`src/rtl/paged_bcd_display.sv`:
```
// Paged BCD display sequencer: snapshots a wide packed-BCD value and shows it one page at a time, MS page first.
// Optional LEAD_ZERO_BLANK_EN: leading zeros are replaced with blank (4'hF) when the snapshot is captured.
module paged_bcd_display #(
    parameter int unsigned DIGITS_PER_PAGE = 3,
    parameter int unsigned NUM_PAGES       = 3,
    parameter int unsigned DWELL_CYCLES    = 50000000
) (
    input  logic                                   CLOCK_50,
    input  logic                                   rst_n,
    input  logic [4*DIGITS_PER_PAGE*NUM_PAGES-1:0] bcd_in,
    input  logic                                   load,
    input  logic                                   pause,
    output logic [4*DIGITS_PER_PAGE-1:0]           seg_bcd,
    output logic [$clog2(NUM_PAGES+1)-1:0]         page_idx,
    output logic                                   frame_start
);

    localparam int unsigned PAGE_W     = 4 * DIGITS_PER_PAGE;
    localparam int unsigned SNAP_W     = PAGE_W * NUM_PAGES;
    localparam int unsigned NUM_DIGITS = DIGITS_PER_PAGE * NUM_PAGES;
    localparam int unsigned PW         = $clog2(NUM_PAGES + 1);
    localparam int unsigned CW         = $clog2(DWELL_CYCLES);

    localparam logic [PW-1:0] BLANK    = '0;
    localparam logic [PW-1:0] TOP_PAGE = PW'(NUM_PAGES);
    localparam logic [CW-1:0] TERM     = CW'(DWELL_CYCLES - 1);

    logic [SNAP_W-1:0] snapshot, snapshot_nxt;
    logic [SNAP_W-1:0] capture_c;
    logic [CW-1:0]     cnt, cnt_nxt;
    logic [PW-1:0]     page_nxt, adv_page;
    logic [PAGE_W-1:0] seg_nxt, adv_seg;
    logic              frame_start_nxt;

`ifdef LEAD_ZERO_BLANK_EN
    // Blank zeros from the MS digit down until the first nonzero; digit 0 always survives.
    always_comb begin
        logic leading;
        leading   = 1'b1;
        capture_c = bcd_in;
        for (int i = int'(NUM_DIGITS) - 1; i >= 1; i--) begin
            if (leading && bcd_in[4*i +: 4] == 4'h0) begin
                capture_c[4*i +: 4] = 4'hF;
            end else begin
                leading = 1'b0;
            end
        end
    end
`else
    assign capture_c = bcd_in;
`endif

    // Page that follows the current one, and its digits taken from the snapshot.
    always_comb begin
        adv_page = (page_idx == BLANK) ? TOP_PAGE : PW'(page_idx - 1'b1);
        adv_seg  = '1;
        for (int unsigned k = 1; k <= NUM_PAGES; k++) begin
            if (adv_page == PW'(k)) begin
                adv_seg = snapshot[PAGE_W*(k-1) +: PAGE_W];
            end
        end
    end

    // Next-state: load beats everything, pause freezes, terminal count advances.
    always_comb begin
        snapshot_nxt    = snapshot;
        page_nxt        = page_idx;
        cnt_nxt         = cnt;
        seg_nxt         = seg_bcd;
        frame_start_nxt = 1'b0;
        if (load) begin
            snapshot_nxt    = capture_c;
            page_nxt        = BLANK;
            cnt_nxt         = '0;
            seg_nxt         = '1;
            frame_start_nxt = 1'b1;
        end else if (!pause) begin
            if (cnt == TERM) begin
                cnt_nxt         = '0;
                page_nxt        = adv_page;
                seg_nxt         = adv_seg;
                frame_start_nxt = (adv_page == BLANK);
            end else begin
                cnt_nxt = CW'(cnt + 1'b1);
            end
        end
    end

    always_ff @(posedge CLOCK_50 or negedge rst_n) begin
        if (!rst_n) begin
            snapshot    <= '0;
            page_idx    <= BLANK;
            cnt         <= '0;
            seg_bcd     <= '1;
            frame_start <= 1'b0;
        end else begin
            snapshot    <= snapshot_nxt;
            page_idx    <= page_nxt;
            cnt         <= cnt_nxt;
            seg_bcd     <= seg_nxt;
            frame_start <= frame_start_nxt;
        end
    end

endmodule

```
`config.mk`:
```
export PLATFORM = sky130hd
export DESIGN_NAME = paged_bcd_display
export DESIGN_NICKNAME = d
export VERILOG_FILES = /design/src/rtl/paged_bcd_display.sv
export SDC_FILE = /design/constraint.sdc
export NUM_CORES = 1
export LEC_CHECK = 0
export BUFFER_PORTS_ARGS = -buffer_cell sky130_fd_sc_hd__buf_4
export CAP_MARGIN = 20
export CORE_UTILIZATION = 30
export DETAILED_ROUTE_END_ITERATION = 6
export PLACE_DENSITY = 0.54
export SETUP_SLACK_MARGIN = 0.02
export SLEW_MARGIN = 20
export SYNTH_ARGS = -nofsm -noshare
export SYNTH_HDL_FRONTEND = slang
export SYNTH_SLANG_ARGS = --single-unit
```
`constraint.sdc`:
```
create_clock -name CLOCK_50 -period 2.66 [get_ports CLOCK_50]
set_input_delay 0.399 -clock CLOCK_50 [delete_from_list [all_inputs] [get_ports CLOCK_50]]
set_output_delay 0.399 -clock CLOCK_50 [all_outputs]
set_load 0.01 [all_outputs]
```
==> After elaboration in Yosys (flattened, before gate mapping) <==
Cells that the tools add are included.
{ "word_totals": {"ff_bits": 77, "inputBits": 40, "wordCells": 32} }
{ "op_classes": {"add_sub_neg": 2, "eq_ne": 5, "muxes": 16, "reduce_logical": 4} }
{ "op_table": {"columns": ["cell", "n"], "rows": [
  ["two-way mux 26 bit", 3],
  ["two-way mux 12 bit", 6],
  ["adder 26 x 1 -> 26 bit (second input constant)", 1],
  ["== test 26 bit (second input constant)", 1],
  ["two-way mux 2 bit", 4],
  ["== test 2 bit (second input constant)", 2],
  ["logical NOT 2 bit", 2],
  ["two-way mux 1 bit", 3],
  ["== test 2 x 1 -> 1 bit (second input constant)", 1],
  ["!= test 2 bit (second input constant)", 1],
  ["AND reduction 2 bit", 1],
  ["nonzero test 2 bit", 1],
  ["subtractor 2 x 1 -> 2 bit (second input constant)", 1]
]} }

==> Depth between registers and ports, before layout <==
Gate-level depths: netlist (run 1).
{ "logic_depth": {"ltp_word": 9, "ltp_mapped": 7, "mapped_depth_nobuf": 6} }

==> Worst setup path before layout (run 1) <==
Ideal clock, no wire load.
{ "synth_path": {"path_type": "register -> register", "start": "register cnt[16]", "end": "register cnt[3]", "arrival_ns": 2.010, "required_ns": 2.520, "setup_slack_ns": 0.509, "path_stages_with_launch": 7, "path_buffers": 2, "path_cell_list": "dfrtp_1 -> or4b_4 -> or4_1 -> buf_2 -> buf_6 -> o211ai_1 -> a31oi_1"} }
{ "synth_via": {"elab_chain_len": 4} }
{ "synth_rtl": {"columns": ["element", "line", "text"], "rows": [
  ["start: declaration", "30", "logic [CW-1:0] cnt, cnt_nxt;"],
  ["start signal: assignment", "99", "cnt <= cnt_nxt;"],
  ["== test 26 bit", "78", "if (cnt == TERM) begin"],
  ["two-way mux 26 bit", "78", null],
  ["two-way mux 26 bit", "77", "end else if (!pause) begin"],
  ["two-way mux 26 bit", "71", "if (load) begin"]
]} }
No other way between the ends. The select of a mux whose other input is x is not followed.
A chain may end at the register's enable or synchronous reset.

==> Worst setup path in the final report (run 1) <==
{ "layout_path": {"start": "register cnt[16]", "end": "register seg_bcd[9]"} }
{ "layout_via": {"elab_chain_len": 3} }
{ "layout_rtl": {"columns": ["element", "line", "text"], "rows": [
  ["== test 26 bit", "78", null],
  ["nonzero test 2 bit (no line)", null, null],
  ["AND reduction 2 bit (no line)", null, null],
  ["end signal: assignment", "100", "seg_bcd <= seg_nxt;"],
  ["end: declaration", "13", "output logic [4*DIGITS_PER_PAGE-1:0] seg_bcd,"]
]} }
No other way between the ends.

==> impl_results.md, run 1 <==
* Outcome: completed
* First-pass GRT wire length at 15.8 mm
* Commonest non-fill, non-tap cell in the layout: dfrtp_1
* Top post-synthesis cells by area: dfrtp_1 (42%), mux2_2 (10%), dfstp_2 (8.1%), o31ai_1 (3.7%), a31oi_1 (2.6%)
* Setup TNS at 0 ps
* CTS max path bufs at 2
* Worst hold path class: in -> async
* Syn. warnings at 0
* Routed len/inst at 16.0 um
* Final period util at 0.870
* DRT Wirelength at 9.44 mm
* Number of synthesized flops with an enable pin at 0
* # resized after CTS at 0
* PD cells at 554 mW/mm^2
* Setup violations, final at 0
* Clock root buffer: clkbuf_16
* Unique masters post-synth at 40
* Worst skew pair latency at 340 ps
* Total grt overflow at 0
* Antenna viol nets, final at 0
* Primary FF master, synth: dfrtp_1
* H-tree levels at 3
* Initial antenna violation count at 0
* Post-synth top area share at 0.417
* Syn_nets at 411
* Clock Pin Slew Worst Setup and Hold Paths at 60 ps
* Vias per cell at 5.18
* Most frequent cells in the layout: dfrtp_1 (65), buf_4 (63), mux2_2 (36), nand2_1 (24), o31ai_1 (19)
* # fillers at 1287
* Final core utilization at 0.378
* Area leader, netlist: dfrtp_1
* Drt drc at 0
* Leak Pwr at 1.92 nW
* RSZ-0062 raised after global routing: no
* Die Y at 116 um
* Die Footprint at 0.0135 sq mm
* Via count at 3056
* Post-synthesis cell area at 0.00390 sq mm
* CTS Buf Count at 9
* Total Routing Usage GR at 0.153
* Setup CP Type: reg -> reg
* Worst-Margin Slew at 775 ps
* Fin crit period at 2320 ps
* Relative slew slack at 0.483
* CTS tree: yes
* Sequential element share of the synthesized area at 0.497
* Initial Utilization at 0.308
* Die width at 116 um
* Power after layout at 0.00266 W
* Mapped Cells at 366
* Final RePlAce weighted congestion at 0.807
* Crit. End Element: flip-flop
* Setup Buffers After CTS at 0
* DR iter-0 viols at 124
* Synthesized flop and latch total at 77
* Startpoint types: flip-flop
* Per-instance average area after synthesis at 10.7 sq um
* Hold Violations, Final at 0
* PortBufs at 54
* Std-Cell Rows at 41
* Layout cell share with drive strength beyond 1 at 0.325
* Synth-to-layout area growth at 22.8%
* Max-Cap Viols at 0
* # diodes at 0
* # IOs at 55
* Critical path data arrival time at 2550 ps
* DP HPWL at 6.39 mm
* DR pass1 iterations at 4
* Slew Viols, Final at 0
* # clock sinks at 77
* Worst Path Max Fanout at 18
* Peak VDD IR at 0.255 mV
* Fmax at 0.432 GHz
* Clock skew at 8.02 ps
* Vias in the first global route at 3118
* Largest net degree at the start of global routing at 78
* # hold bufs at CTS at 0
* Nets at 458
* Core area at 0.0127 sq mm
* WP data required at 2900 ps
* Async SR Flop Fraction at 1.00
per-stage QoR:
step	hold slack (ps)	area, sq um	instances	worst slack, ps
3_3_place_gp	464	4500	574	434
3_5_place_dp	465	4500	574	360
4_1_cts	103	4790	590	359
6_report	65.7	4790	590	345
5_1_grt	112	4790	590	233
2_1_floorplan	103	3900	366	509
flip-flops by register name, indices dropped and copies added, names as in the netlist:
| name | flops |
|---|---|
| frame_start | 1 |
| seg_bcd | 12 |
| page_idx | 2 |
| cnt | 26 |
| snapshot | 36 |
cell usage after synthesis, types with 2 or more instances:
library cell	count
a21oi_1	14
a31oi_1	16
and3_1	4
and4_1	7
buf_2	2
clkbuf_1	24
dfrtp_1	65
dfstp_2	12
ha_1	5
inv_1	4
mux2_2	36
nand2_1	24
nand3_1	11
nand4_1	9
nor2_1	11
nor2b_1	13
nor3_1	2
nor3b_1	12
nor4_1	8
nor4_2	6
o211ai_1	5
o21ai_0	14
o21ai_1	6
o31ai_1	19
or3_1	6
or4_1	10
xnor2_1	3
xor2_1	6
logic make-up (layout without fill, tap and decap cells):
| family | Yosys count | in the layout | synth area share |
|---|---|---|---|
| xor+xnor | 9 | 9 | 0.0202 |
| buf+inv | 32 | 84 | 0.0333 |
| mux | 37 | 37 | 0.106 |
| flops | 77 | 77 | 0.497 |
| simple gates | 130 | 130 | 0.207 |
| compound gates | 76 | 76 | 0.119 |
| fa+ha+maj | 5 | 5 | 0.0160 |
path summary, 6_finish.rpt:
check / from / to / slack, ps / depth (start not counted)
min in group CLOCK_50: bcd_in[22] / snapshot[22]$_DFFE_PN0P_ / 290 / 2
worst max-delay path: cnt[16]$_DFFE_PN0P_ / seg_bcd[9]$_DFFE_PN1P_ / 340 / 5
max in group asynchronous: rst_n / seg_bcd[0]$_DFFE_PN1P_ / 2180 / 2
worst max register to register: cnt[16]$_DFFE_PN0P_ / seg_bcd[9]$_DFFE_PN1P_ / 340 / 5
worst min register to register: snapshot[27]$_DFFE_PN0P_ / snapshot[27]$_DFFE_PN0P_ / 510 / 1
worst min-delay path: rst_n / cnt[24]$_DFFE_PN0P_ / 70 / 2
layout make-up:
type | instances | area, sq um | area share
Tap cell | 172 | 215 | 0.0449
Clock inverter | 6 | 56.3 | 0.0117
Timing Repair Buffer | 64 | 493 | 0.103
Multi-Input combinational cell | 257 | 1830 | 0.382
Sequential cell | 77 | 1940 | 0.405
Clock buffer | 10 | 239 | 0.0499
Inverter | 4 | 15.0 | 0.00313
per-layer routing:
| metal | vias up | share of wire | track usage |
|---|---|---|---|
| met5 | - | 0 | 0 |
| met4 | 0 | 0.013 | 0.0436 |
| li1 | 1468 | - | - |
| met1 | 1513 | 0.47 | 0.197 |
| met2 | 63 | 0.48 | 0.247 |
| met3 | 12 | 0.045 | 0.0460 |
worst max-delay path, stage by stage, from the launching register on:
cell and delay (ps):
dfrtp_1 450, or4b_4 570, or4_1 530, buf_4 230
nor4_1 310, o21ai_0 130
where the power goes:
part	switching (W)	internal [W]
Combinational	0.0000966	0.000108
Clock	0.000512	0.000675
Sequential	0.0000329	0.00123
Total	0.000642	0.00201
Note: power is estimated with default switching activity, not from simulation.
==> inputs of run 2 (changes only) <==
ABC_AREA = 1   (was unset)
REMOVE_ABC_BUFFERS = 1   (was unset)
==> run 2 against run 1 <==
Cell area rose by 0.29%. Sequential share of layout area fell by 0.12 points. Area after synthesis rose by 1.4%. Final cell count rose by 28%. Synthesized cell count rose by 44%. Total power rose by 5.1%. Maximum frequency rose by 16%. Via count rose by 12%. Largest cell class unchanged.
==> impl_results.md, run 2 <==
* Outcome: completed
* RR Endpoint: seg_bcd[2]$_DFFE_PN1P_
* WL met3 at 373 um
* Vias in the first global route at 3453
* CTS max path bufs at 2
* Post-synthesis cell area at 0.00396 sq mm
* H-tree levels at 3
* Commonest non-fill, non-tap cell in the layout: nand2_1
* Setup CP Type: reg -> reg
* Per-instance average area after synthesis at 7.50 sq um
* Hold Violations, Final at 0
* Sequential element share of the synthesized area at 0.491
* Die width at 117 um
* Top post-synthesis cells by area: dfrtp_1 (41%), nand2_1 (21%), dfstp_2 (8.0%), nor2_1 (5.6%), nand3_1 (4.8%)
* Largest register FFs at 36
* Most frequent cells in the layout: nand2_1 (222), dfrtp_1 (65), buf_4 (60), nor2_1 (59), nand3_1 (38)
* Slowest stage delay, CP at 560 ps
* Crit. End Element: flip-flop
* Largest regs: snapshot: 36 flops, cnt: 26 flops, seg_bcd: 12 flops
* DRT Wirelength at 9.71 mm
* Nets at 624
* Power after layout at 0.00279 W
* Setup TNS at 0 ps
* Initial Utilization at 0.311
* # diodes at 0
* DR iter-0 viols at 181
* Initial antenna violation count at 0
* Worst skew pair latency at 330 ps
* Reg2reg path depth at 7
* Drt drc at 0
* # resized after CTS at 0
* Primary FF master, synth: dfrtp_1
* Antenna viol nets, final at 0
* Peak VDD IR at 0.268 mV
* Final Instance Count excl. Fillers at 756
* First-pass GRT wire length at 16.5 mm
* Unique masters post-synth at 30
* Fmax at 0.502 GHz
* Final period util at 0.749
* Critical path data arrival time at 2260 ps
* Syn. warnings at 0
* Async SR Flop Fraction at 1.00
* Count leader, synth: nand2_1
* Clock Pin Slew Worst Setup and Hold Paths at 60 ps
* Worst path slowest cell: ha_1
* Placed insts at 740
* Worst Path Max Fanout at 13
* PortBufs at 54
* Critical path startpoint: page_idx[0]$_DFFE_PN0P_
* Startpoint types: flip-flop
* Synthesized flop and latch total at 77
* Via count at 3435
* Cell Chain, Critical Path: inv_1, ha_1, inv_1, o221ai_1, nand2_1, nand3_1, nand2_1
* Layout cell share with drive strength beyond 1 at 0.170
* Leak Pwr at 2.36 nW
* RSZ-0062 raised after global routing: no
* Routed len/inst at 12.8 um
* Setup Buffers After CTS at 0
* Std-Cell Rows at 41
* # hold bufs at CTS at 0
* DP HPWL at 6.82 mm
* Vias per cell at 4.54
* Synth-to-layout area growth at 21.4%
* CTS Buf Count at 9
* WP data required at 2920 ps
* # clock sinks at 77
* Core area at 0.0127 sq mm
* Total grt overflow at 0
* Worst hold path class: in -> async
* Post-synth top area share at 0.411
* DR pass1 iterations at 4
* FF-to-FF setup slack at 670 ps
* PD cells at 581 mW/mm^2
* WHS at 56.3 ps
* Slew Viols, Final at 0
* Setup violations, final at 0
* Relative slew slack at 0.595
* Synth top cells by count: nand2_1 (222), dfrtp_1 (65), nor2_1 (59)
* Routed met1 length at 4.73 mm
* Largest net degree at the start of global routing at 48
* CTS tree: yes
* Die Footprint at 0.0137 sq mm
* Met2 WL at 4.49 mm
* # IOs at 55
* Final RePlAce weighted congestion at 0.856
* Largest Register: snapshot
* Number of synthesized flops with an enable pin at 0
* Area leader, netlist: dfrtp_1
* Total Routing Usage GR at 0.157
* Clock root buffer: clkbuf_16
* Reg-to-reg critical path startpoint: page_idx[0]$_DFFE_PN0P_
* Final core utilization at 0.378
* Die Y at 117 um
* Max-Cap Viols at 0
* Mapped Cells at 528
* Top Layer Used: met4
* Worst-Margin Slew at 607 ps
* Clock skew at 7.54 ps
* Fin crit period at 1990 ps
[run 2: cell count changes after synthesis, sizes merged, moves of 14 or more]
| cell | change |
|---|---|
| a31oi | -14 |
| o21ai | -14 |
| inv | +30 |
| mux2 | -36 |
| nor2 | +53 |
| nand2 | +202 |
| nor4 | -14 |
| nand3 | +28 |
| o31ai | -19 |
[run 2: cells by family after synthesis]
group	Yosys count	synth area share
compound gates	40	0.0638
fa+ha+maj	5	0.0158
simple gates	343	0.356
flops	77	0.491
buf+inv	56	0.0585
xor+xnor	7	0.0155
[run 2: cell type report]
class,count,area [sq um]
Clock inverter,5,35.0
Inverter,36,135
Sequential cell,77,1940
Timing Repair Buffer,60,450
Tap cell,172,215
Fill cell,1418,7920
Clock buffer,11,243
Multi-Input combinational cell,395,1790
[run 2: metrics by stage]
stage	worst slack, ps	instance area [sq um]
final	668	4810
after detailed placement	648	4530
after global routing	462	4810
after floorplan	679	3860
after CTS	636	4810
after global placement	626	4530
[run 2: worst max-delay path by stage]
stage | cells past startpoint | to
after floorplan | 5 | cnt[11]$_DFFE_PN0P_
after CTS | 7 | seg_bcd[2]$_DFFE_PN1P_
after detailed placement | 7 | seg_bcd[2]$_DFFE_PN1P_
final | 7 | seg_bcd[2]$_DFFE_PN1P_
after global routing | 7 | seg_bcd[11]$_DFFE_PN1P_
after global placement | 7 | seg_bcd[0]$_DFFE_PN1P_
[run 2: critical path: cells and delay by family, from the launching register on]
kind | cells | cell delay, ps
simple gates | 3 | 220
buf+inv | 2 | 530
flops | 1 | 440
fa+ha+maj | 1 | 560
compound gates | 1 | 170
[run 2: power by group]
group | switching [W] | internal (W)
combinational | 0.000168 | 0.000131
sequential | 0.0000595 | 0.00128
clock | 0.000494 | 0.000661
total | 0.000721 | 0.00207
[run 2: metal layers]
layer  vias to the layer above  GRT usage
li1                       1778          -
met1                      1573      0.208
met2                        73      0.257
met3                        11     0.0283
met4                         0     0.0549
met5                         -          0
